### config.mk
export PLATFORM = sky130hd
export DESIGN_NAME = topk_select
export DESIGN_NICKNAME = d
export VERILOG_FILES = /design/src/rtl/topk_select.sv
export SDC_FILE = /design/constraint.sdc
export NUM_CORES = 1
export LEC_CHECK = 0
export ABC_AREA = 1
export CORE_MARGIN = 2
export CORE_UTILIZATION = 54
export DETAILED_ROUTE_END_ITERATION = 16
export HOLD_SLACK_MARGIN = 0.06
export PLACE_DENSITY = 0.81
export SYNTH_ARGS = -nofsm -noshare
export SYNTH_HDL_FRONTEND = slang
export SYNTH_SLANG_ARGS = --single-unit
### constraint.sdc
create_clock -name clk -period 3.7 [get_ports clk]
set_clock_uncertainty 0.2 [all_clocks]
set_input_delay 0.37 -clock clk [delete_from_list [all_inputs] [get_ports clk]]
set_output_delay 0.37 -clock clk [all_outputs]
set_load 0.1 [all_outputs]
### src/rtl/topk_select.sv
// topk_select: drains a programmed number of OFIFO rows and keeps a descending-sorted
// list of the k largest distance values together with their flat element indices.
// Optional build macro TOPK_SIGNED_EN: compare distances as two's-complement signed
// values (default: unsigned).
module topk_select #(
  parameter int unsigned psum_bw = 16,
  parameter int unsigned col     = 8,
  parameter int unsigned k       = 4,
  parameter int unsigned idx_bw  = 8,
  localparam int unsigned CntW   = $clog2(k + 1),
  localparam int unsigned JW     = (col > 1) ? $clog2(col) : 1
) (
  input  logic                    clk,
  input  logic                    reset,
  input  logic                    start,
  input  logic [idx_bw-1:0]       num_rows,
  input  logic                    ofifo_valid,
  input  logic [psum_bw*col-1:0]  ofifo_rdata,
  output logic                    ofifo_rd,
  output logic                    busy,
  output logic                    done,
  output logic [psum_bw*k-1:0]    topk_dist,
  output logic [idx_bw*k-1:0]     topk_idx,
  output logic [CntW-1:0]         topk_cnt
);

  typedef enum logic [1:0] {StIdle, StFetch, StScan, StDone} state_e;

  state_e                   state_q;
  logic [psum_bw*col-1:0]   row_buf_q;
  logic [JW-1:0]            j_q;
  logic [idx_bw-1:0]        row_q;
  logic [idx_bw-1:0]        num_rows_q;
  logic [idx_bw-1:0]        elem_q;   // row*col + j, wraps at idx_bw bits
  logic [psum_bw-1:0]       dist_q [k];
  logic [idx_bw-1:0]        idx_q  [k];
  logic [CntW-1:0]          cnt_q;
  logic                     busy_q;
  logic                     done_q;

  logic [psum_bw-1:0]       cand;
  logic [k-1:0]             gt;
  logic [psum_bw-1:0]       ins_dist [k];
  logic [idx_bw-1:0]        ins_idx  [k];
  logic [CntW-1:0]          cnt_d;

  // Strict greater-than; ties keep the older entry ahead.
  function automatic logic cand_gt(input logic [psum_bw-1:0] a, input logic [psum_bw-1:0] b);
`ifdef TOPK_SIGNED_EN
    return $signed(a) > $signed(b);
`else
    return a > b;
`endif
  endfunction

  // Sorted insertion of the current candidate into the list.
  always_comb begin
    cand = row_buf_q[int'(j_q)*psum_bw +: psum_bw];
    for (int i = 0; i < k; i++) begin
      // The list is descending with empty slots at the bottom, so gt is thermometer-coded.
      gt[i] = (i >= int'(cnt_q)) || cand_gt(cand, dist_q[i]);
    end
    ins_dist[0] = gt[0] ? cand : dist_q[0];
    ins_idx[0]  = gt[0] ? elem_q : idx_q[0];
    for (int i = 1; i < k; i++) begin
      ins_dist[i] = dist_q[i];
      ins_idx[i]  = idx_q[i];
      if (gt[i]) begin
        if (gt[i-1]) begin
          ins_dist[i] = dist_q[i-1];
          ins_idx[i]  = idx_q[i-1];
        end else begin
          ins_dist[i] = cand;
          ins_idx[i]  = elem_q;
        end
      end
    end
    cnt_d = (cnt_q == CntW'(k)) ? cnt_q : cnt_q + CntW'(1);
  end

  // Control FSM, list registers and registered status outputs.
  always_ff @(posedge clk or negedge reset) begin
    if (!reset) begin
      state_q    <= StIdle;
      row_buf_q  <= '0;
      j_q        <= '0;
      row_q      <= '0;
      num_rows_q <= '0;
      elem_q     <= '0;
      cnt_q      <= '0;
      busy_q     <= 1'b0;
      done_q     <= 1'b0;
      for (int i = 0; i < k; i++) begin
        dist_q[i] <= '0;
        idx_q[i]  <= '0;
      end
    end else begin
      unique case (state_q)
        StIdle: begin
          done_q <= 1'b0;
          if (start) begin
            for (int i = 0; i < k; i++) begin
              dist_q[i] <= '0;
              idx_q[i]  <= '0;
            end
            cnt_q      <= '0;
            num_rows_q <= num_rows;
            row_q      <= '0;
            elem_q     <= '0;
            busy_q     <= 1'b1;
            if (num_rows == '0) begin
              state_q <= StDone;
              done_q  <= 1'b1;
            end else begin
              state_q <= StFetch;
            end
          end
        end
        StFetch: begin
          if (ofifo_valid) begin
            row_buf_q <= ofifo_rdata;
            j_q       <= '0;
            state_q   <= StScan;
          end
        end
        StScan: begin
          dist_q <= ins_dist;
          idx_q  <= ins_idx;
          cnt_q  <= cnt_d;
          elem_q <= elem_q + idx_bw'(1);
          j_q    <= j_q + JW'(1);
          if (j_q == JW'(col - 1)) begin
            row_q <= row_q + idx_bw'(1);
            if ((row_q + idx_bw'(1)) == num_rows_q) begin
              state_q <= StDone;
              done_q  <= 1'b1;
            end else begin
              state_q <= StFetch;
            end
          end
        end
        StDone: begin
          state_q <= StIdle;
          done_q  <= 1'b0;
          busy_q  <= 1'b0;
        end
        default: state_q <= StIdle;
      endcase
    end
  end

  // Pop is combinational so a show-ahead row is taken on the first FETCH edge.
  always_comb begin
    ofifo_rd = (state_q == StFetch) && ofifo_valid;
    busy     = busy_q;
    done     = done_q;
    topk_cnt = cnt_q;
    for (int i = 0; i < k; i++) begin
      topk_dist[i*psum_bw +: psum_bw] = dist_q[i];
      topk_idx[i*idx_bw +: idx_bw]    = idx_q[i];
    end
  end

endmodule
==> results.json, run 1 <==
{
  "status": "complete, no violations",
  "synth_xor_area_frac": 0.00246,
  "synth_top_family_by_area": "simple AND/OR/NAND/NOR gates",
  "dieWidth_um": 166,
  "drive_gt1_frac": 0.0706,
  "route.detailed.drc": 0,
  "grt_pass1_wl_um": 69100,
  "overflow": 0,
  "netlist_area_sq_um": 14200,
  "worstMarginPinSlew_ps": 1080,
  "rsz0062_at_grt": "false",
  "crit_slowest_cell": "dfrtp_1",
  "fin_crit_ps": 3470,
  "cts_setup_buffers": 0,
  "vias_per_cell": 5.52,
  "dieArea_sq_um": 27700,
  "cts.clk_slew.worst_paths_ps": 60,
  "cts_tree": "built",
  "num_rows": 59,
  "synth_simple_gate_area_frac": 0.314,
  "crit_required_ps": 3940,
  "die_h_um": 166,
  "portBuffers": 241,
  "period_share": 0.937,
  "drt_pass1_iterations": 5,
  "wl_per_cell_um": 17.0,
  "ys_types": 40,
  "min_path_type": "input port to flip-flop",
  "track_usage": 0.307,
  "start_kind": "flip-flop",
  "htreeDepth": 1,
  "cpPeakStageDelay_ps": 370,
  "slew_headroom": 0.276,
  "crit_top_cell": "nand2_1",
  "finalSetupTns_ps": 0,
  "setup_viol_count_final": 0,
  "grt_max_degree": 98,
  "area_growth_pct": 26.0,
  "fillCellCount": 2035,
  "clockBufferDepth": 3,
  "path_max_fanout": 16,
  "maxCapViolations": 0,
  "antennaDiodeCount": 0,
  "final_common_cell": "nand2_1",
  "netlist_instances": 1919,
  "synth_mux_area_frac": 0,
  "synth_compound_area_frac": 0.0880,
  "synth-seq-cells": 258,
  "synthAdderAreaFrac": 0.0624,
  "final_cell_mix": "nand2_1, dfrtp_1, clkdlybuf4s50_1",
  "hold_viol": 0,
  "antenna_found_initial": 0,
  "worstSkewPairLatency_ps": 560,
  "drtIter0Drc": 1174,
  "hpwl_um": 30900,
  "syn-num-nets": 2130,
  "drt-total-wl_um": 42400,
  "seq_area_frac_synth": 0.454,
  "final_max_slew_viol_count": 0,
  "ios": 242,
  "syn_area_per_cell_sq_um": 7.42,
  "crit_path_end_kind": "flip-flop",
  "ant_nets": 0,
  "crit_arrival_ps": 3710,
  "synth-warning-count": 0,
  "clock-root-buffer": "clkbuf_16",
  "globalplace.congestion": 0.960,
  "core-area_sq_um": 26000,
  "grt_pass1_vias": 13700,
  "fmax_ghz": 0.288,
  "layout.nets": 2342,
  "path_class": "flip-flop to flip-flop",
  "clock_sinks": 258,
  "crit_chain": "inv_1 -> buf_4 -> o21ai_0 -> o22ai_1 -> nand2_1 -> nand2_1 -> ha_1 -> a21o_1 -> nor2_1 -> nand2_1 -> nand2_1 -> nand2_1 -> nand2_1 -> nand2_2 -> nand2_2 -> buf_4 -> nand2_1 -> nand3_1 -> nand2_1",
  "cts_buffers": 29,
  "vias": 13700,
  "start_util": 0.548
}
[synth_stat cells (all sizes together)]
cell type,count,area [sq um]
nand4,9,56.3
clkbuf,31,119
o21ai,132,758
o32ai,2,17.5
and2,2,12.5
o31ai,1,12.5
o21bai,2,15.0
nand3,136,681
nand3b,2,15.0
xor2,3,26.3
nor2,114,443
xnor2,1,8.76
nand2,837,3200
a21oi,32,171
or2,2,12.5
buf,62,370
o221ai,1,8.76
o21a,2,15.0
dfrtp,258,6460
nor3,6,45.0
a21o,2,15.0
inv,173,649
o22ai,37,231
ha,71,888
o211ai,1,7.51
[critical path: cells and delay by family, from the launching register on]
family | cells | cell delay (ps)
compound gates | 3 | 460
simple gates | 12 | 1280
fa+ha+maj | 1 | 320
buf+inv | 3 | 710
flops | 1 | 370
[final timing paths]
| path | end | cells past startpoint | slack (ps) | start |
|---|---|---|---|---|
| setup / recovery | topk_dist[44] | 19 | 230 | j_q[1] |
| hold / removal | row_buf_q[77] | 3 | 150 | ofifo_rdata[77] |
| setup reg to reg | topk_dist[44] | 19 | 230 | j_q[1] |
| hold reg to reg | row_buf_q[53] | 2 | 270 | row_buf_q[53] |
| max in group asynchronous | topk_dist[58] | 3 | 2060 | reset |
| min in group asynchronous | num_rows_q[3] | 2 | 200 | reset |
[kinds of logic (layout without fill, tap and decap cells)]
| family | count (synthesis) | count (layout) |
|---|---|---|
| XOR/XNOR | 4 | 4 |
| flip-flops | 258 | 258 |
| AO/OA/AOI/OAI | 212 | 212 |
| AND/OR/NAND/NOR | 1108 | 1108 |
| adder cells (fa/ha/maj) | 71 | 71 |
| buffers and inverters | 266 | 500 |
[stage by stage]
step	std cells	cell area, sq um	util	worst slack, ps	hold WS, ps
after floorplan	1919	14200	-	856	-126
after global placement	2434	16900	0.650	316	209
after detailed placement	2434	16900	0.650	223	207
after CTS	2488	17900	0.689	168	134
after global routing	2488	17900	0.690	6.67	140
final	2488	17900	0.690	233	147
[timing repair]
action	in CTS	in global routing
endpoints found under the hold margin	77	0
endpoints found under the setup margin	0	38
hold buffers	1	0
resized for setup	0	6
[layer usage]
metal	vias to the layer above	share of wire	track usage
met5	-	0	0
met4	0	0.052	0.144
met3	160	0.078	0.0529
met1	6428	0.40	0.386
met2	654	0.47	0.518
li1	6485	-	-
[cell type report]
class,instances,area (sq um),area share
Sequential cell,258,6460,0.360
Tap cell,335,419,0.0234
Multi-Input combinational cell,1395,6660,0.372
Clock buffer,37,796,0.0444
Clock inverter,16,205,0.0114
Timing Repair Buffer,274,2740,0.153
Inverter,173,651,0.0363
[state kept, by name, summed over array words and instances, names as in the netlist, 3 cells and up]
register    count
num_rows_q      8
topk_dist      64
topk_idx       32
elem_q          8
topk_cnt        3
row_q           8
j_q             3
row_buf_q     128
Power of run 1 is not shown: default switching activity piles up to over one toggle a cycle in this logic, so the estimate is an artifact.
==> run 2: changes to the inputs <==
--- a/config.mk
+++ b/config.mk
@@ -7,10 +7,10 @@
 export LEC_CHECK = 0
 export ABC_AREA = 1
 export CORE_MARGIN = 2
-export CORE_UTILIZATION = 54
+export CORE_UTILIZATION = 55
 export DETAILED_ROUTE_END_ITERATION = 16
-export HOLD_SLACK_MARGIN = 0.06
-export PLACE_DENSITY = 0.81
+export DONT_BUFFER_PORTS = 1
+export PLACE_DENSITY = 0.7
 export SYNTH_ARGS = -nofsm -noshare
 export SYNTH_HDL_FRONTEND = slang
 export SYNTH_SLANG_ARGS = --single-unit
==> results.json, run 2 (synthesized netlist as in run 1, its figures left out) <==
{
  "crit_arrival_ps": 3790,
  "fmax_ghz": 0.285,
  "drt_pass1_iterations": 7,
  "rsz0062_at_grt": "false",
  "regMostFlops": "row_buf_q",
  "finalWorstSetupSlack_ps": 195,
  "hold_buffers": 138,
  "cts_tree": "built",
  "final_common_cell": "nand2_1",
  "crit_path_end_kind": "flip-flop",
  "maxCapViolations": 0,
  "route.detailed.drc": 0,
  "r2r_start": "j_q[0]",
  "grt_max_degree": 259,
  "crit_chain": "clkinv_1 -> buf_12 -> o21ai_0 -> o22ai_1 -> nand2_1 -> nand2_1 -> ha_1 -> nand4_1 -> nor3_2 -> nand2_1 -> nand2_1 -> nand2_2 -> nand2_4 -> buf_6 -> nand2_1 -> o21ai_1 -> nand2_1 -> nand2_1",
  "overflow": 0,
  "largest_reg_flops": 128,
  "setup_viol_count_final": 0,
  "violations": "hold timing",
  "clock_sinks": 258,
  "vias_per_cell": 5.56,
  "r2r_slack_ps": 200,
  "finalSetupTns_ps": 0,
  "drive_gt1_frac": 0.102,
  "dieWidth_um": 165,
  "globalplace.congestion": 0.925,
  "final_cell_mix": "nand2_1, dfrtp_1, inv_1",
  "path_max_fanout": 44,
  "crit_top_cell": "nand2_1",
  "start_util": 0.562,
  "period_share": 0.947,
  "pre_cts_slack_ps": 180,
  "num_rows": 58,
  "worst_r2r_path_depth": 18,
  "track_usage": 0.327,
  "final_max_slew_viol_count": 0,
  "drtIter0Drc": 1204,
  "path_class": "flip-flop to flip-flop",
  "ios": 242,
  "cts_buffers": 27,
  "die_h_um": 165,
  "grt_pass1_vias": 13400,
  "portBuffers": 0,
  "cpPeakStageDelay_ps": 390,
  "wl_per_cell_um": 18.1,
  "core-area_sq_um": 25300,
  "vias": 13600,
  "holdWs_ps": -682,
  "hpwl_um": 29200,
  "crit_slowest_cell": "dfrtp_2",
  "endpoint": "topk_idx[26]",
  "dpl-instance-area_sq_um": 14900,
  "clock-root-buffer": "clkbuf_16",
  "start_kind": "flip-flop",
  "area_growth_pct": 21.8,
  "grt_pass1_wl_um": 69800,
  "dieArea_sq_um": 27200,
  "worstMarginPinSlew_ps": 982,
  "status": "finished with violations",
  "cts.clk_slew.worst_paths_ps": 70,
  "slew_headroom": 0.346,
  "worstReg2RegEnd": "topk_idx[26]",
  "layout.nets": 2304,
  "htreeDepth": 1,
  "crit_required_ps": 3990,
  "antenna_found_initial": 1,
  "design_area_sq_um": 17300,
  "ant_nets": 0,
  "min_path_type": "input port to asynchronous set/reset pin",
  "hold_viol": 258,
  "startpoint": "j_q[0]",
  "clockBufferDepth": 3,
  "worstSkewPairLatency_ps": 560,
  "drt-total-wl_um": 44200,
  "fin_crit_ps": 3500
}
[run 2: cell types whose count changed in the layout (fill, tap and decap cells not counted), moves of 4 or more]
cell and delta:
o21ai_0 -4, buf_4 +70, dlygate4sd3_1 +137, clkdlybuf4s50_1 -239
[run 2: area by class of cell]
type,count,area (sq um)
fill,1999,7980
multi-input combinational,1395,6660
sequential,258,6460
timing repair buffer,238,2170
clock buffer,33,748
inverter,173,651
tap,330,413
clock inverter,17,241
antenna,1,2.50
[run 2: repair_timing]
action / in CTS / in global routing
endpoints found under the setup margin: 0 / 52
endpoints found under the hold margin: 398 / 258
resized for setup: 0 / 12
buffers inserted: 0 / 0
[run 2: critical path, delay by kind of cell, from the launching register on]
kind | cells | cell delay (ps)
compound gates | 3 | 690
fa+ha+maj | 1 | 350
buf+inv | 3 | 560
flops | 1 | 390
simple gates | 11 | 1180
[run 2: how the worst min path moves through the flow]
stage	from	end	slack, ps	cells after the start
after global placement	reset	row_q[4]	-120	0
after global routing	reset	num_rows_q[5]	-710	0
after CTS	reset	row_buf_q[122]	-700	0
after detailed placement	reset	row_q[3]	-110	0
after floorplan	reset	busy	-130	0
final	reset	num_rows_q[5]	-680	0
[run 2: through the flow]
stage | std cells | util
floorplan | 1919 | -
CTS | 2444 | 0.684
detailed placement | 2256 | 0.590
global route | 2445 | 0.685
finish | 2445 | 0.685
global placement | 2256 | 0.590
[run 2: layer usage]
layer,vias to the layer above,part of all wire,global-route usage
li1,6416,-,-
met1,6446,0.40,0.410
met2,598,0.48,0.561
met3,125,0.081,0.0633
met4,0,0.041,0.125
met5,-,0,0
Power of run 2 is left out for the same reason.
